File: src/rtl/fp_mc_scoreboard.sv
// FP hazard scoreboard for one outstanding FDIV.S/FSQRT.S plus FLW load-use detection.
// Latency: done pulse LAT cycles after issue; stall/bubble are combinational in the same cycle.
// Backpressure: holds IF/ID and injects an ID/EX bubble while ID conflicts with the pending result.
module fp_mc_scoreboard #(
  parameter int DIV_LAT  = 16,
  parameter int SQRT_LAT = 20,
  parameter int CNT_W    = 5
) (
  input  logic       clk,
  input  logic       rst_n,
  input  logic [6:0] opcode_id,
  input  logic [6:0] funct7_id,
  input  logic [4:0] rs1_id,
  input  logic [4:0] rs2_id,
  input  logic [4:0] rd_id,
  input  logic       use_rs1_id,
  input  logic       use_rs2_id,
  input  logic       fp_wr_id,
  input  logic       valid_ex,
  input  logic [6:0] opcode_ex,
  input  logic [6:0] funct7_ex,
  input  logic [4:0] rd_ex,
  input  logic       RegWr_ex,
  input  logic       MemRd_ex,
  input  logic       flush_ex,
  output logic       stall_o,
  output logic       bubble_o,
  output logic       mc_busy,
  output logic       mc_done,
  output logic [4:0] mc_rd
);

  localparam logic [6:0] OP_FP    = 7'b1010011;
  localparam logic [6:0] OP_FLW   = 7'b0000111;
  localparam logic [6:0] F7_FDIV  = 7'b0001100;
  localparam logic [6:0] F7_FSQRT = 7'b0101100;

  localparam logic [CNT_W-1:0] DIV_INIT  = CNT_W'(DIV_LAT - 1);
  localparam logic [CNT_W-1:0] SQRT_INIT = CNT_W'(SQRT_LAT - 1);
  localparam logic [CNT_W-1:0] CNT_ONE   = CNT_W'(1);

  localparam int MAX_LAT = (DIV_LAT > SQRT_LAT) ? DIV_LAT : SQRT_LAT;

  if (DIV_LAT < 2 || SQRT_LAT < 2) begin : g_bad_lat
    $error("fp_mc_scoreboard: latencies must be at least 2");
  end
  if ((MAX_LAT - 1) >= (1 << CNT_W)) begin : g_bad_cnt_w
    $error("fp_mc_scoreboard: CNT_W too narrow for the longest latency");
  end

  typedef enum logic {
    S_IDLE = 1'b0,
    S_BUSY = 1'b1
  } state_t;

  state_t           r_state;
  state_t           w_state_nxt;
  logic [CNT_W-1:0] r_cnt;
  logic [CNT_W-1:0] w_cnt_nxt;
  logic [4:0]       r_pend_rd;
  logic [4:0]       w_pend_rd_nxt;

  logic       w_busy;
  logic       w_mc_op_ex;
  logic       w_sqrt_ex;
  logic       w_mc_op_id;
  logic       w_flw_ex;
  logic       w_issue;
  logic       w_pend;
  logic [4:0] w_prd;
  logic       w_raw;
  logic       w_waw;
  logic       w_struct;
  logic       w_port;
  logic       w_loaduse;

  assign w_busy     = (r_state == S_BUSY);
  assign w_mc_op_ex = (opcode_ex == OP_FP) && ((funct7_ex == F7_FDIV) || (funct7_ex == F7_FSQRT));
  assign w_sqrt_ex  = (funct7_ex == F7_FSQRT);
  assign w_mc_op_id = (opcode_id == OP_FP) && ((funct7_id == F7_FDIV) || (funct7_id == F7_FSQRT));
  assign w_flw_ex   = (opcode_ex == OP_FLW);
  // A flush never cancels a busy op, it only blocks a new one from entering.
  assign w_issue    = valid_ex & w_mc_op_ex & ~flush_ex & ~w_busy;

  always_ff @(posedge clk or negedge rst_n) begin
    if (!rst_n) begin
      r_state   <= S_IDLE;
      r_cnt     <= '0;
      r_pend_rd <= '0;
    end else begin
      r_state   <= w_state_nxt;
      r_cnt     <= w_cnt_nxt;
      r_pend_rd <= w_pend_rd_nxt;
    end
  end

  always_comb begin
    w_state_nxt   = r_state;
    w_cnt_nxt     = r_cnt;
    w_pend_rd_nxt = r_pend_rd;
    case (r_state)
      S_IDLE: begin
        if (w_issue) begin
          w_state_nxt   = S_BUSY;
          w_cnt_nxt     = w_sqrt_ex ? SQRT_INIT : DIV_INIT;
          w_pend_rd_nxt = rd_ex;
        end
      end
      S_BUSY: begin
        // cnt sits at zero for the done cycle, then the op retires.
        if (r_cnt == '0) begin
          w_state_nxt = S_IDLE;
        end else begin
          w_cnt_nxt = r_cnt - CNT_ONE;
        end
      end
      default: begin
        w_state_nxt = S_IDLE;
      end
    endcase
  end

  always_comb begin
    mc_busy = w_busy;
    mc_done = w_busy && (r_cnt == '0);
    mc_rd   = w_busy ? r_pend_rd : 5'd0;

    // Same-cycle view: an op issuing right now already blocks ID.
    w_pend = w_busy | w_issue;
    w_prd  = w_busy ? r_pend_rd : rd_ex;

    w_raw     = w_pend & ((use_rs1_id & (rs1_id == w_prd)) | (use_rs2_id & (rs2_id == w_prd)));
    w_waw     = w_pend & fp_wr_id & (rd_id == w_prd);
    w_struct  = w_pend & w_mc_op_id;
    w_port    = mc_done;
    w_loaduse = valid_ex & w_flw_ex & MemRd_ex & RegWr_ex &
                ((use_rs1_id & (rs1_id == rd_ex)) | (use_rs2_id & (rs2_id == rd_ex)));

    stall_o  = (w_raw | w_waw | w_struct | w_port | w_loaduse) & ~flush_ex & rst_n;
    bubble_o = stall_o;
  end

endmodule

File: config.mk
export PLATFORM = sky130hd
export DESIGN_NAME = fp_mc_scoreboard
export DESIGN_NICKNAME = d
export VERILOG_FILES = /design/src/rtl/fp_mc_scoreboard.sv
export SDC_FILE = /design/constraint.sdc
export NUM_CORES = 1
export LEC_CHECK = 0
export BUFFER_PORTS_ARGS = -buffer_cell sky130_fd_sc_hd__clkbuf_2
export CORE_ASPECT_RATIO = 0.9
export CORE_MARGIN = 3
export CORE_UTILIZATION = 46
export CTS_CLUSTER_DIAMETER = 50
export DETAILED_ROUTE_END_ITERATION = 8
export PLACE_DENSITY = 0.91
export SETUP_SLACK_MARGIN = 0.02
export SLEW_MARGIN = 5
export SYNTH_ARGS = -nofsm -noshare
export SYNTH_HDL_FRONTEND = slang
export SYNTH_SLANG_ARGS = --single-unit
export TNS_END_PERCENT = 100
File: constraint.sdc
create_clock -name clk -period 4.4 [get_ports clk]
set_clock_uncertainty 0.05 [all_clocks]
set_input_delay 0.44 -clock clk [delete_from_list [all_inputs] [get_ports clk]]
set_output_delay 0.44 -clock clk [all_outputs]
set_load 0.02 [all_outputs]
==> Word level (Yosys, flattened, before mapping) <==
Index checks and enable logic that the tools add are counted.
{ "totals": {"out_inout_bits": 9, "romBits": 0, "mem_bits_rw": 0, "reg_bits": 11, "inputBits": 57, "latch_bits": 0, "mem_count": 0} }
{ "classes": {"n_mux": 9, "n_reduce_logical": 8, "magnitude_cmp": 0, "n_mul": 0, "div_mod_pow": 0, "n_eq_ne": 14, "n_shift": 0, "n_addsub": 1, "bitwise": 26} }
{ "ops": {"columns": ["cell", "n"], "rows": [
  ["$eq 5x5->1", 5],
  ["$mux 5", 5],
  ["$and 1x1->1", 17],
  ["$eq 7x4->1 const B", 2],
  ["$eq 7x6->1 const B", 2],
  ["$eq 7x7->1 const B", 2],
  ["$pmux 5 s2", 1],
  ["$eq 7x3->1 const B", 1],
  ["$or 1x1->1", 7],
  ["$logic_not 5->1", 1],
  ["$sub 5x1->5 const B", 1],
  ["$ne 2x2->1 const B", 2],
  ["$reduce_and 2->1", 2],
  ["$logic_and 1x1->1", 3],
  ["$logic_or 1x1->1", 2],
  ["$mux 1", 2],
  ["$not 1->1", 2],
  ["$pmux 1 s2", 1]
]} }

==> Logic depth before layout (Yosys ltp) <==
Gate-level depths: netlist (run 1).
{ "depth": {"word_depth": 15, "mapped_depth": 8} }

==> Worst setup path before layout (run 1) <==
OpenSTA, ideal clock, no wires.
{ "synth_path": {"kind": "register to output", "start": "register r_state (netlist: mc_busy)", "end": "output stall_o", "t_arrival_ns": 2.021, "n_path_buf": 2, "t_required_ns": 3.910, "stages_incl_launch_ff": 9, "setup_slack_ns": 1.889, "path_cell_list": "dfrtp_1 > buf_6 > mux2i_2 > xnor2_1 > nor4_1 > a31oi_1 > a31oi_1 > o311a_1 > buf_4"} }
{ "synth_between": {"elab_chain_len": 11, "word_cells_on_any_way": 21} }
{ "synth_lines": {"columns": ["element", "line_no", "source"], "rows": [
  ["from (decl)", "56", "state_t r_state;"],
  ["from (signal assigned)", "91", "r_state <= w_state_nxt;"],
  ["$mux 5 or $not 1->1 (tied branches)", null, null],
  ["$eq 5x5->1 or $and 1x1->1 (tied branches)", "132, 83", null],
  ["$and 1x1->1 or $or 1x1->1 (tied branches)", "132, 129", null],
  ["$or 1x1->1 or $and 1x1->1 (tied branches)", "132, 133", null],
  ["$and 1x1->1, on equally long branches", "132, 133", null],
  ["$or 1x1->1 (2 in series)", "139", "stall_o = (w_raw | w_waw | w_struct | w_port | w_loaduse) & ~flush_ex & rst_n;"],
  ["$or 1x1->1 (*) (2 in series)", "139", null],
  ["$and 1x1->1 (*) (2 in series)", "139", null],
  ["to (decl)", "26", "output logic stall_o,"]
]} }
Every way passes the cells marked *; elsewhere a longest branch is shown, timed or not.

==> Worst setup path in the final report (run 1) <==
Ends and elaborated chain as after synthesis.

==> results.py, run 1 <==
metrics = {
    "clocking": {
        "htree_levels": 1,
        "cts_resized": 0,
        "cts_hold_buf": 0,
        "cts_made_buffers": 3,
        "root_buffer": "clkbuf_4",
        "cts_setup_buffers": 0,
        "clk_pin_slew_ns": 0.07,
        "cts_max_path_buffers": 2,
        "clock_latency_ns": 0.26,
        "numClockSinks": 11,
        "cts_tree": "yes",
    },
    "drt": {
        "via_per_inst": 5.47,
        "drcViolationCount": 0,
        "wl_mm": 2.84,
        "drtIter0Drc": 33,
        "drt_first_pass_iters": 4,
        "ant_nets": 0,
        "wl_per_cell_um": 14.1,
        "via_count": 1104,
    },
    "synthesis": {
        "synth_cell_types": 33,
        "synth_cells": 113,
        "synthAdderAreaFrac": 0.0240,
        "synthMuxAreaShare": 0.131,
        "yosysMostFrequentCell": "xnor2_1",
        "ys.flop_type": "dfrtp_1",
        "syn-mean-instance-area_um2": 9.25,
        "synthXorXnorAreaFrac": 0.218,
        "ys_top_cells_by_count": "14 x xnor2_1, 12 x xor2_1, 11 x dfrtp_1, 7 x nor2_1",
        "yosys_warnings": 0,
        "synth-seq-cells": 11,
        "syn_area_um2": 1040,
        "synth_top_area_frac": 0.263,
        "ys_seq_area_frac": 0.263,
        "synth_edf_count": 0,
        "synth-compound-area-share": 0.0898,
        "syn_nets": 172,
        "synth_top_family_by_area": "simple AND/OR/NAND/NOR gates",
        "async_flop_share": 1.00,
        "synth_top_area_cell": "dfrtp_1",
        "synthSimpleGateAreaFrac": 0.232,
        "ys_top_cells_by_area": "dfrtp_1 26%, xnor2_1 12%, xor2_1 10%",
    },
    "placement": {
        "gp_congestion": 0.884,
        "placedCellCount": 198,
        "io_buffers": 64,
        "preCtsSetupSlack_ns": 1.58,
        "hpwl_mm": 2.47,
    },
    "cells_and_area": {
        "antenna_cells": 0,
        "n_fill_cell": 163,
        "syn2layout_area_growth_pct": 33.4,
        "nNetsFinal": 237,
        "drive_gt1_frac": 0.458,
        "layout.cells.non_filler": 202,
        "layout.core_utilization": 0.688,
    },
    "pwr": {
        "peakVddDrop_v": 0.000209,
        "p_leak_nw": 0.705,
        "finalPower_mw": 0.255,
        "p_per_area_nw_per_um2": 183,
    },
    "floorplanning": {
        "ios": 66,
        "die_y_um": 51.2,
        "num_rows": 15,
        "start_util": 0.515,
        "die_x_um": 56.2,
        "die-area_um2": 2880,
        "core_um2": 2030,
    },
    "sta": {
        "layout_setup_ws_ns": 1.26,
        "tns_ns": 0,
        "rsz0062_at_grt": "false",
        "period_share": 0.713,
        "hold_viol_final": 6,
        "fmax_ghz": 0.319,
        "drv_slew": 0,
        "hold_ws_ns": -0.00469,
        "worst_pin_slew_ns": 0.713,
        "max_slew_margin": 0.521,
        "finalSetupViolCount": 0,
        "min_period_ns": 3.14,
    },
    "worst_setup_path": {
        "required_ns": 3.91,
        "crit_chain": "mux2i_2, xnor2_1, nor4_1, nand3_1, a31oi_1, o311a_1, clkbuf_2",
        "cp_slowest_stage_delay_ns": 0.79,
        "path_delay_family": "flip-flops",
        "setup.worst_path.class": "register to output pin",
        "slowest_stage": "dfrtp_1",
        "worstSetupEndpointType": "output pin",
        "r2r_slack_ns": 2.40,
        "arrival_ns": 2.65,
        "critPathBufInv": 1,
        "path_max_fanout": 19,
        "crit_path_start_kind": "register",
    },
    "global_route": {
        "antenna_found_initial": 0,
        "grt_pass1_wl_mm": 4.89,
        "grt_max_degree": 20,
        "grt_remaining_overflow": 0,
        "grt_pass1_vias": 1145,
        "grtUsageTotal": 0.209,
    },
    "flow_run": {
        "maxCapViolCount": 0,
    },
    "status": {
        "status": "finished, violations left",
        "violations": "negative hold slack",
    },
    "hold_path": {
        "timing.hold.worst.class": "input pin to async pin",
    },
}
[layout make-up]
type / count / area, um^2 / area share
well taps: 25 / 31.3 / 0.0224
clock buffers: 4 / 26.3 / 0.0189
multi-input cells: 94 / 726 / 0.521
repair buffers: 64 / 320 / 0.230
flip-flops and latches: 11 / 275 / 0.197
inverters: 4 / 15.0 / 0.0108
[power by group]
| part | total (mW) | internal [mW] | switching, mW |
|---|---|---|---|
| Combinational | 0.0798 | 0.0429 | 0.0369 |
| Clock | 0.0668 | 0.0351 | 0.0318 |
| Sequential | 0.108 | 0.104 | 0.00382 |
[registers in the layout, indices dropped and copies added, names as in the netlist]
signal	flops
mc_busy	1
r_pend_rd	5
r_cnt	5
[worst register-to-register path, stage by stage, from the launching register on]
cell and delay, ns:
dfrtp_1 0.64, a31oi_1 0.56, nor3_1 0.08, mux2_2 0.27
a221o_1 0.29
[cell families after synthesis]
kind of cell	count (synthesis)
and+or+nand+nor	41
buffers and inverters	8
DFF	11
muxes	11
adders and majority gates	2
xor gates and xnor gates	26
AOI/OAI and AO/OA	14
[per-layer routing]
layer | global-route usage | vias to the layer above | wire length [um] | part of all wire
met5 | 0 | - | 0 | 0
met4 | 0.0198 | 0 | 12 | 0.0042
met3 | 0.0732 | 2 | 254 | 0.089
met2 | 0.407 | 56 | 1460 | 0.51
met1 | 0.224 | 509 | 1110 | 0.39
li1 | - | 537 | - | -
[through the flow]
step	cell area, um^2	hold slack (ns)
6_report	1390	-0.00469
4_1_cts	1390	0.000403
2_1_floorplan	1040	0.0944
5_1_grt	1390	0.00305
3_5_place_dp	1370	0.282
3_3_place_gp	1370	0.283
[path summary, 6_finish.rpt]
kind | start | endpoint | cells after the start
max | mc_busy | stall_o | 7
max reg2reg | mc_busy | r_cnt[2] | 4
min in group clk | rd_ex[1] | r_pend_rd[1] | 2
max in group asynchronous | rst_n | r_cnt[1] | 1
min reg2reg | r_cnt[0] | r_cnt[0] | 1
min | rst_n | r_cnt[4] | 1
[cell usage in the layout (no fill, tap or decap), types with 4 or more instances in the layout]
| master | n |
|---|---|
| clkbuf_2 | 64 |
| xnor2_1 | 14 |
| xor2_1 | 12 |
| dfrtp_1 | 11 |
| nor2_1 | 7 |
| nor4_1 | 6 |
| mux2_2 | 6 |
| and2_1 | 5 |
| nand3_1 | 5 |
| mux2i_2 | 5 |
| inv_1 | 4 |
| nor3_1 | 4 |
| a21oi_1 | 4 |
Power figures use the tool's default switching activity.
==> run 2: changes to the inputs <==
--- a/config.mk
+++ b/config.mk
@@ -8,10 +8,10 @@
 export BUFFER_PORTS_ARGS = -buffer_cell sky130_fd_sc_hd__clkbuf_2
 export CORE_ASPECT_RATIO = 0.9
 export CORE_MARGIN = 3
-export CORE_UTILIZATION = 46
+export CORE_UTILIZATION = 38
 export CTS_CLUSTER_DIAMETER = 50
 export DETAILED_ROUTE_END_ITERATION = 8
-export PLACE_DENSITY = 0.91
+export PLACE_DENSITY = 0.81
 export SETUP_SLACK_MARGIN = 0.02
 export SLEW_MARGIN = 5
 export SYNTH_ARGS = -nofsm -noshare
==> constraint.sdc (replaced) <==
create_clock -name clk -period 2.65 [get_ports clk]
set_clock_uncertainty 0.05 [all_clocks]
set_input_delay 0.265 -clock clk [delete_from_list [all_inputs] [get_ports clk]]
set_output_delay 0.265 -clock clk [all_outputs]
set_load 0.02 [all_outputs]
==> results.py, run 2 (synthesis results as in run 1) <==
metrics = {
    "status": {
        "status": "finished clean",
    },
    "clocking": {
        "cts_tree": "yes",
        "cts_made_buffers": 3,
        "root_buffer": "clkbuf_4",
        "clock_latency_ns": 0.27,
        "clk_pin_slew_ns": 0.07,
        "numClockSinks": 11,
        "htree_levels": 1,
        "cts_max_path_buffers": 2,
    },
    "worst_setup_path": {
        "critPathBufInv": 1,
        "cp_slowest_stage_delay_ns": 0.55,
        "critical_path.endpoint": "stall_o",
        "setup.worst_path.class": "register to output pin",
        "crit_start": "mc_busy",
        "required_ns": 2.34,
        "path_delay_family": "flip-flops",
        "r2r_start": "mc_busy",
        "crit_chain": "mux2i_4, xnor2_1, nor4_1, nand3_1, a31oi_1, o311a_1, clkbuf_2",
        "worstSetupEndpointType": "output pin",
        "reg2reg_depth": 6,
        "arrival_ns": 2.32,
        "crit_path_start_kind": "register",
        "path_depth": 7,
        "path_max_fanout": 6,
        "reg2reg_to": "r_cnt[2]",
        "r2r_slack_ns": 0.46,
        "slowest_stage": "dfrtp_2",
    },
    "cells_and_area": {
        "syn2layout_area_growth_pct": 41.3,
        "layout.cells.non_filler": 210,
        "multi_input_area_um2": 767,
        "antenna_cells": 0,
        "nNetsFinal": 242,
        "final_common_cell": "clkbuf_2",
        "seq_area_um2": 277,
        "mostFrequentLayoutCells": "64 x clkbuf_2, 14 x xnor2_1, 12 x xor2_1",
        "n_fill_cell": 218,
        "drive_gt1_frac": 0.473,
        "layout.core_utilization": 0.583,
    },
    "floorplanning": {
        "num_rows": 17,
        "core_um2": 2530,
        "die-area_um2": 3420,
        "die_y_um": 55.7,
        "start_util": 0.413,
        "ios": 66,
        "die_x_um": 61.3,
    },
    "global_route": {
        "grt_remaining_overflow": 0,
        "grtUsageTotal": 0.184,
        "grt_pass1_vias": 1192,
        "antenna_found_initial": 0,
        "grt_pass1_wl_mm": 4.85,
        "grt_max_degree": 13,
    },
    "sta": {
        "period_share": 0.995,
        "max_slew_margin": 0.601,
        "tns_ns": 0,
        "fmax_ghz": 0.379,
        "rsz0062_at_grt": "true",
        "hold_viol_final": 0,
        "finalSetupViolCount": 0,
        "min_period_ns": 2.64,
        "drv_slew": 0,
        "worst_pin_slew_ns": 0.595,
    },
    "placement": {
        "gp_congestion": 0.988,
        "hpwl_mm": 2.59,
        "io_buffers": 64,
        "placedCellCount": 203,
    },
    "pwr": {
        "peakVddDrop_v": 0.000230,
        "finalPower_mw": 0.440,
        "p_per_area_nw_per_um2": 298,
        "p_leak_nw": 0.722,
    },
    "drt": {
        "ant_nets": 0,
        "drcViolationCount": 0,
        "via_per_inst": 5.43,
        "via_count": 1141,
        "wl_per_cell_um": 14.9,
        "wl_mm": 3.13,
        "drt_first_pass_iters": 4,
        "drtIter0Drc": 32,
    },
    "flow_run": {
        "maxCapViolCount": 0,
    },
    "hold_path": {
        "timing.hold.worst.class": "input pin to register",
    },
}
run 2: worst min path at each step:
stage,from,end,slack (ns),cells after the start
3_5_place_dp,rst_n,r_pend_rd[0],0.12,1
3_3_place_gp,rst_n,r_cnt[0],0.11,1
4_1_cts,rd_ex[1],r_pend_rd[1],0.27,2
6_report,rd_ex[3],r_pend_rd[3],0.29,2
5_1_grt,rd_ex[3],r_pend_rd[3],0.29,2
2_1_floorplan,rst_n,mc_busy,-0.08,0
run 2: what timing repair did:
action / in CTS / in global routing
endpoints found under the hold margin: 11 / 0
setup buffers: 2 / 0
setup endpoints to repair: 2 / 2
gates resized for setup: 2 / 4
hold buffers: 1 / 0
run 2: per-stage QoR:
step | cell area [um^2] | hold slack (ns) | setup WS (ns)
2_1_floorplan | 1040 | -0.0806 | 0.314
3_3_place_gp | 1390 | 0.113 | 0.219
3_5_place_dp | 1390 | 0.117 | 0.159
4_1_cts | 1440 | 0.272 | 0.0262
5_1_grt | 1480 | 0.288 | -0.0919
6_report | 1480 | 0.290 | 0.0120
run 2: cell type report:
| class | count | share of cell area |
|---|---|---|
| clock buffers | 4 | 0.0178 |
| multi-input cells | 94 | 0.519 |
| well taps | 28 | 0.0237 |
| inverters | 4 | 0.0102 |
| repair buffers | 69 | 0.242 |
| flip-flops and latches | 11 | 0.187 |
run 2: power breakdown:
group	total (mW)	leakage, nW	internal (mW)	switching, mW
clock network	0.118	0.0150	0.0583	0.0600
logic	0.142	0.556	0.0746	0.0676
registers	0.179	0.151	0.173	0.00609
total	0.440	0.722	0.306	0.134
run 2: per-layer routing:
layer,global-route usage,wire [um],vias to the layer above
li1,-,-,554
met1,0.240,1330,532
met2,0.307,1550,53
met4,0.0341,16,0
met5,0,0,-
met3,0.0394,240,2
==> run 3: changes to the inputs <==
--- a/config.mk
+++ b/config.mk
@@ -12,6 +12,7 @@
 export CTS_CLUSTER_DIAMETER = 50
 export DETAILED_ROUTE_END_ITERATION = 8
 export PLACE_DENSITY = 0.81
+export REMOVE_ABC_BUFFERS = 1
 export SETUP_SLACK_MARGIN = 0.02
 export SLEW_MARGIN = 5
 export SYNTH_ARGS = -nofsm -noshare
==> results.py, run 3 (synthesis results as in run 1) <==
metrics = {
    "drt": {
        "ant_nets": 0,
        "wl_mm": 3.20,
        "drcViolationCount": 0,
        "drtIter0Drc": 24,
        "via_count": 1151,
        "via_per_inst": 5.48,
        "drt_first_pass_iters": 4,
        "wl_per_cell_um": 15.2,
    },
    "worst_setup_path": {
        "r2r_slack_ns": 0.46,
        "required_ns": 2.34,
        "r2r_start": "mc_busy",
        "reg2reg_to": "r_cnt[4]",
        "worstSetupEndpointType": "output pin",
        "crit_chain": "mux2i_4, xnor2_1, nor4_2, nand3_1, a31oi_1, o311a_1, buf_4",
        "cp_slowest_stage_delay_ns": 0.58,
        "critical_path.endpoint": "bubble_o",
        "slowest_stage": "dfrtp_2",
        "reg2reg_depth": 6,
        "arrival_ns": 2.32,
        "path_max_fanout": 6,
        "crit_path_start_kind": "register",
        "crit_start": "mc_busy",
        "setup.worst_path.class": "register to output pin",
    },
    "clocking": {
        "clk_pin_slew_ns": 0.08,
        "numClockSinks": 11,
        "cts_max_path_buffers": 2,
        "clock_latency_ns": 0.27,
        "root_buffer": "clkbuf_4",
        "htree_levels": 1,
        "cts_made_buffers": 3,
        "cts_tree": "yes",
    },
    "sta": {
        "worst_pin_slew_ns": 0.485,
        "rsz0062_at_grt": "true",
        "hold_ws_ns": 0.288,
        "period_share": 0.993,
        "finalSetupViolCount": 0,
        "drv_slew": 0,
        "tns_ns": 0,
        "min_period_ns": 2.63,
        "hold_viol_final": 0,
        "max_slew_margin": 0.675,
        "fmax_ghz": 0.380,
    },
    "floorplanning": {
        "die-area_um2": 3420,
        "die_x_um": 61.3,
        "die_y_um": 55.7,
        "ios": 66,
        "num_rows": 17,
        "core_um2": 2530,
        "start_util": 0.413,
    },
    "cells_and_area": {
        "final_common_cell": "clkbuf_2",
        "layout.cells.non_filler": 210,
        "mostFrequentLayoutCells": "62 x clkbuf_2, 13 x xnor2_1, 12 x xor2_1",
        "n_fill_cell": 219,
        "syn2layout_area_growth_pct": 45.4,
        "drive_gt1_frac": 0.489,
        "layout.core_utilization": 0.600,
        "nNetsFinal": 242,
        "antenna_cells": 0,
        "fin_area_um2": 1520,
    },
    "global_route": {
        "grt_pass1_vias": 1133,
        "grt_max_degree": 13,
        "grt_pass1_wl_mm": 4.55,
        "grt_remaining_overflow": 0,
        "antenna_found_initial": 0,
        "grtUsageTotal": 0.172,
    },
    "hold_path": {
        "timing.hold.worst.class": "input pin to register",
    },
    "flow_run": {
        "maxCapViolCount": 0,
    },
    "placement": {
        "io_buffers": 64,
        "post_dp_cell_area_um2": 1390,
        "hpwl_mm": 2.54,
        "placedCellCount": 203,
        "gp_congestion": 0.870,
    },
    "pwr": {
        "peakVddDrop_v": 0.000117,
        "p_leak_nw": 0.750,
        "p_per_area_nw_per_um2": 294,
    },
    "status": {
        "status": "finished clean",
    },
}
-- run 3: how the worst min path moves through the flow --
stage                     slack, ns            to      from  cells after the start
after floorplan               -0.08       mc_busy     rst_n                      0
after global placement         0.11      r_cnt[2]     rst_n                      1
after detailed placement       0.12      r_cnt[3]     rst_n                      1
after CTS                      0.26  r_pend_rd[2]  rd_ex[2]                      2
after global routing           0.29  r_pend_rd[3]  rd_ex[3]                      2
final                          0.29  r_pend_rd[1]  rd_ex[1]                      2
-- run 3: timing repair --
| item | CTS | global route |
|---|---|---|
| pin swaps | 0 | 1 |
| gates resized for setup | 1 | 13 |
| setup buffers | 0 | 2 |
| setup endpoints to repair | 2 | 2 |
| hold endpoints to repair | 11 | 0 |
| gates cloned | 0 | 0 |
| hold buffers | 1 | 0 |
-- run 3: report_power, final --
group          switching (mW)  internal, mW  total, mW
combinational          0.0699        0.0776      0.147
clock                  0.0617        0.0584      0.120
sequential            0.00622         0.173      0.179
total                   0.138         0.309      0.447
-- run 3: worst max-delay path: cells and delay by family, from the launching register on --
kind                   cells  cell delay (ns)
AO/OA/AOI/OAI              2             0.40
buffers and inverters      1             0.16
AND/OR/NAND/NOR            2             0.42
multiplexers               1             0.36
XOR/XNOR                   1             0.11
flip-flops                 1             0.58
-- run 3: metrics by stage --
stage | worst slack [ns] | total power, mW
2_1_floorplan | 0.171 | 0.249
3_3_place_gp | 0.254 | 0.310
3_5_place_dp | 0.205 | 0.316
4_1_cts | 0.0265 | 0.437
5_1_grt | -0.0833 | 0.477
6_report | 0.0191 | 0.447
-- run 3: per-layer routing --
layer | vias up | global-route usage | part of all wire | wire length (um)
li1 | 545 | - | - | -
met1 | 538 | 0.201 | 0.40 | 1270
met2 | 59 | 0.307 | 0.50 | 1590
met3 | 9 | 0.0278 | 0.086 | 276
met4 | 0 | 0.0557 | 0.018 | 58
met5 | - | 0 | 0 | 0
-- run 3: layout make-up --
cell class,count,area [um^2],share of cell area
clock buffer,4,26.3,0.0173
inverter,4,15.0,0.00988
timing repair buffer,69,370,0.244
multi-input combinational,94,796,0.524
sequential,11,277,0.182
tap,28,35.0,0.0231
